===== src/rtl/display.sv =====
// display: two-digit seven-segment driver.
// Captures the 4-bit code {a,b,c,d} on a rising clock edge while ready is high.
// Shows the code as a decimal number 0..15: tens digit on dse, units digit on dsd.
// Segments are active-low (bit0 = seg a .. bit6 = seg g).
// Both digits are blank (7'h7F) until the first load after reset.
//
// Ports:
//   clk    - system clock, rising-edge active
//   reset  - asynchronous active-low reset
//   a..d   - code bits 3..0 (a is the MSB)
//   ready  - load strobe; code is sampled on clk rise while high
//   dse    - left display, tens digit, active-low segments
//   dsd    - right display, units digit, active-low segments
module display (
    input  logic       clk,
    input  logic       reset,
    input  logic       a,
    input  logic       b,
    input  logic       c,
    input  logic       d,
    input  logic       ready,
    output logic [6:0] dse,
    output logic [6:0] dsd
);

    localparam logic [6:0] SEG_BLANK = 7'h7F;

    logic [3:0] code_q, code_d;
    logic       valid_q, valid_d;
    logic       tens;
    logic [3:0] units;

    function automatic logic [6:0] seg7(input logic [3:0] digit);
        logic [6:0] s;
        case (digit)
            4'd0:    s = 7'h40;
            4'd1:    s = 7'h79;
            4'd2:    s = 7'h24;
            4'd3:    s = 7'h30;
            4'd4:    s = 7'h19;
            4'd5:    s = 7'h12;
            4'd6:    s = 7'h02;
            4'd7:    s = 7'h78;
            4'd8:    s = 7'h00;
            4'd9:    s = 7'h10;
            default: s = SEG_BLANK;
        endcase
        return s;
    endfunction

    always_comb begin
        code_d  = code_q;
        valid_d = valid_q;
        if (ready) begin
            code_d  = {a, b, c, d};
            valid_d = 1'b1;
        end
    end

    always_ff @(posedge clk or negedge reset) begin
        if (!reset) begin
            code_q  <= '0;
            valid_q <= 1'b0;
        end else begin
            code_q  <= code_d;
            valid_q <= valid_d;
        end
    end

    // Decode from registers only, so the display follows the load edge
    // and blanks as soon as reset clears valid_q.
    always_comb begin
        tens  = 1'b0;
        units = code_q;
        if (code_q >= 4'd10) begin
            tens  = 1'b1;
            units = code_q - 4'd10;
        end
        if (valid_q) begin
            dse = seg7({3'b000, tens});
            dsd = seg7(units);
        end else begin
            dse = SEG_BLANK;
            dsd = SEG_BLANK;
        end
    end

endmodule


===== config.mk =====
export PLATFORM = sky130hd
export DESIGN_NAME = display
export DESIGN_NICKNAME = d
export VERILOG_FILES = /design/src/rtl/display.sv
export SDC_FILE = /design/constraint.sdc
export NUM_CORES = 1
export LEC_CHECK = 0
export BUFFER_PORTS_ARGS = -buffer_cell sky130_fd_sc_hd__buf_2
export CORE_ASPECT_RATIO = 0.8
export CORE_MARGIN = 4
export CORE_UTILIZATION = 35
export CTS_CLUSTER_SIZE = 30
export DETAILED_ROUTE_END_ITERATION = 16
export MAX_ROUTING_LAYER = met4
export PLACE_DENSITY = 0.66
export RECOVER_POWER = 25
export SYNTH_ARGS = -nofsm -noshare
export SYNTH_HDL_FRONTEND = slang
export SYNTH_SLANG_ARGS = --single-unit

===== constraint.sdc =====
create_clock -name clk -period 2.71 [get_ports clk]
set_input_delay 0.4065 -clock clk [delete_from_list [all_inputs] [get_ports clk]]
set_output_delay 0.4065 -clock clk [all_outputs]
set_load 0.01 [all_outputs]

# After elaboration in Yosys (flattened, before gate mapping)
# Memory sizes are Yosys's and may differ from the RTL's.
# Index checks and enable logic that the tools add are counted.
[word_totals]
ff_bits = 5
rom_bits = 112
input_bits = 7
output_inout_bits = 14
elab_cells = 11
n_memories = 1
[mem_list]
columns = ["name", "words", "width", "rd", "rd_ports_with_merged_regs", "write_ports", "line", "source"]
rows = [
  ["(name not given)", 16, 7, 1, 0, 0, "35", "case (digit)"],
]
[classes]
add_sub_neg = 1
order_cmp = 1
mux = 5
n_bitwise = 1
[ops]
columns = ["cell", "n"]
rows = [
  ["2-to-1 mux 7 bit", 2],
  ["one-hot mux 7 bit (2 select lines)", 1],
  ["greater-or-equal comparator 4 bit (second input constant)", 1],
  ["2-to-1 mux 4 bit", 1],
  ["subtractor 4 bit (second input constant)", 1],
  ["2-to-1 mux 1 bit", 1],
  ["NOT 1 bit", 1],
]

# Depth between registers and ports, before layout
[depth]
ltp_word = 5
ltp_mapped = 7
ltp_nobuf = 6

# Least setup slack after synthesis
# Ideal clock, no wire load.
[synth_path]
path_type = "register to output"
start = "register code_q[1]"
end = "output dsd[6]"
arrival_ps = 1745
t_required_ps = 2304
path_slack_ps = 558
path_stages_with_launch = 8
n_path_buf = 2
cell_sequence = "dfrtp_1 -> buf_2 -> inv_1 -> ha_1 -> buf_2 -> xnor2_1 -> o22ai_1 -> a2111o_1"
[synth_via]
elab_chain_cells = 4
elab_cells_between_ends = 5
classes_between = "add/sub: 1; order compare: 1; mux: 2; memory: 1"
[synth_rtl]
columns = ["element", "line", "source"]
rows = [
  ["start, declared", "28", "logic [3:0] code_q, code_d;"],
  ["start signal, assigned", "65", "code_q <= code_d;"],
  ["subtractor 4 bit or greater-or-equal comparator 4 bit (tied branches)", "77, 75", ""],
  ["2-to-1 mux 4 bit *", "75", "if (code_q >= 4'd10) begin"],
  ["memory (16 x 7 bit) *", "--", ""],
  ["2-to-1 mux 7 bit *", "79", "if (valid_q) begin"],
  ["end, declared", "23", "output logic [6:0] dsd"],
]
# Every way passes the cells marked *; elsewhere a longest branch is shown, timed or not.

# Worst setup path in the final report
[layout_path]
start = "register code_q[1]"
end = "output dsd[1]"
# Same word-level chain as after synthesis.

==> summary.txt <==
GRT met2 Usage: 22.2%
Critical Path RT: 2.30 ns
Starting Density: 37.6%
power per cell area: 497 nW/um^2
io pins: 21
largest net degree at the start of global routing: 18
Max Freq: 385 MHz
Worst Setup End Kind: output port
initial antenna violation count: 0
global-route wire length before repair: 2500 microns
outcome: completed
area grow syn2layout: 16.6%
Synth Instances: 80
initial drt markers: 8
H-Tree Depth: 1
fillers: 172
global-route layer with the greatest usage: met2
fin util: 43.9%
CTS sink count: 5
CTS tree: done
met3 usage: 2.83%
TritonRoute pass-1 iters: 3
Post-synth EDFFs: 0
Final Skew: 0 ns
FP Rows: 13
RSZ-0062 raised after global routing: true
area of the multi-input gates: 418 sq um
CTS max path bufs: 2
final setup violation count: 0
Hold Fails Final Rpt: 0
crit path time final: 2.60 ns
largest family of logic cells by synthesized area: simple AND/OR/NAND/NOR gates
Max VDD drop: 0.227 mV
ant diodes: 0
crit path kind: flip-flop to output port
Worst setup SP type: flip-flop
Final Slew Violations: 0
leakage power figure: 0.000364 uW
Total Routing Usage GR: 13.5%
die area: 2530 sq um
Clock Root Buffer: clkbuf_4
Avg Cell Area, Syn: 7.80 sq um
Reg area: 126 sq um
Core ar.: 1660 sq um
CP max FO: 11
area share of the largest cell type after synthesis: 20.0%
Hold WC Path Type: input pin to flip-flop
DR WL/cell: 13.2 microns
count of cell types in the netlist: 32
worst skew pair latency: 0.24 ns
I/O Buffers: 19
Yosys reg bits: 5
via count: 606
setup TNS: 0 ns
Synth async-reset ratio: 100%
GPL Wtd Cong: 0.843
GR Overflow Total: 0
final worst path period share: 95.8%
routed vias/inst: 5.18
register area share after synthesis: 20.0%
yosys warns: 0
DRC: 0
Final Power: 362 uW
adder-cell share of the synthesized area: 8.02%
Synth Flop Type: dfrtp_1
synthesized cell area: 624 sq um
Die X: 55.2 microns
top cells by area, synth: dfrtp_1, ha_1, buf_4
CP arrival: 2.19 ns
area leader, netlist: dfrtp_1
Final ANT Viol Nets: 0
Compound-Gate Fraction of Synth Area: 25.9%
vias in the first global route: 583
met1 usage: 15.3%
post-synthesis mux area share: 3.41%
post-synthesis net count: 91
clk slew on worst S/H paths: 0.04 ns
fin nets: 107
total CTS buffers: 3
Max Cap Viol: 0
final wirelength: 1540 microns
XOR/XNOR Fraction of Synth Area: 1.40%
layout cell share with drive strength beyond 1: 31.6%
flop2flop setup slack: 1.77 ns
DP HPWL: 1190 microns
Post-Synth Simple-Gate Area: 26.7%
chip height: 45.8 microns
-- cell usage after synthesis, drive strengths merged, types with 3 or more instances --
cell and number:
ha 4, dfrtp 5, a21o 3, nor2b 4, buf 10, nand3b 3, nand2 7, a21oi 3
nand3 5, inv 5, o21ai 7
-- kinds of logic (layout without fill, tap and decap cells) --
group / after synthesis / count (layout)
AOI/OAI and AO/OA: 23 / 23
buffers and inverters: 15 / 30
adders and majority gates: 4 / 4
muxes: 2 / 2
and+or+nand+nor: 29 / 29
xor gates and xnor gates: 1 / 1
DFF: 5 / 5
other: 1 / 1
-- layer usage --
| metal | vias up | part of all wire, % |
|---|---|---|
| li1 | 311 | - |
| met1 | 281 | 47 |
| met2 | 10 | 48 |
| met3 | 4 | 2.5 |
| met4 | 0 | 2.1 |
| met5 | - | 0 |
-- registers in the layout (all words and copies together) (netlist names) --
register / cells
valid_q: 1
code_q: 4
-- stage by stage --
step / cell area (sq um) / hold WS, ns / std cells / setup slack (ns)
finish: 728 / 0.365 / 117 / 0.114
detailed placement: 686 / 0.225 / 112 / 0.238
floorplan: 624 / 0.111 / 80 / 0.558
global placement: 686 / 0.223 / 112 / 0.339
CTS: 724 / 0.360 / 117 / 0.0369
global route: 728 / 0.379 / 117 / -0.0128
-- layout make-up --
type	count	share of cell area, %
Multi-Input combinational cell	60	57.4
Sequential cell	5	17.4
Timing Repair Buffer	21	15.3
Tap cell	22	3.78
Clock buffer	4	3.61
Inverter	5	2.58
-- worst paths after layout --
kind,start,to,cells past startpoint
setup / recovery,code_q[1],dsd[1],7
hold / removal,d,code_q[0],3
setup reg to reg,code_q[1],code_q[1],2
hold reg to reg,code_q[3],code_q[3],1
max in group asynchronous,reset,code_q[1],2
min in group asynchronous,reset,valid_q,2
-- worst max-delay path, cell delays in order (launching register included) --
cell and delay, ns:
dfrtp_2 0.47, inv_1 0.19, mux2i_2 0.32, ha_1 0.33
nor2b_1 0.15, o22a_1 0.16, o221ai_1 0.15, buf_2 0.16
-- power by group --
part / switching [uW] / internal (uW) / total (uW) / leakage (uW)
registers: 9.96 / 80.7 / 90.7 / 0.0000557
clock network: 32.2 / 55.8 / 88.0 / 0.0000150
logic: 99.9 / 83.7 / 184 / 0.000293
-- placed cells by master (no fill, tap or decap), types with 2 or more instances in the layout --
| cell | instances |
|---|---|
| a31oi_1 | 2 |
| nand3b_1 | 3 |
| buf_2 | 18 |
| ha_1 | 3 |
| clkbuf_1 | 2 |
| inv_1 | 5 |
| nand2b_1 | 2 |
| a2111o_1 | 2 |
| o22ai_1 | 2 |
| nor2_1 | 2 |
| nand2_1 | 7 |
| nand3_1 | 5 |
| a21o_1 | 2 |
| or2_2 | 2 |
| a21oi_1 | 3 |
| clkbuf_4 | 3 |
| o21ai_0 | 7 |
| dfrtp_1 | 4 |
| nor2b_1 | 4 |
-- timing repair --
| action | in CTS | in global routing |
|---|---|---|
| setup buffers | 0 | 0 |
| endpoints found under the setup margin | 1 | 2 |
| hold buffers | 1 | 0 |
| endpoints found under the hold margin | 5 | 0 |
| gates resized for setup | 1 | 2 |
Power figures use the tool's default switching activity.
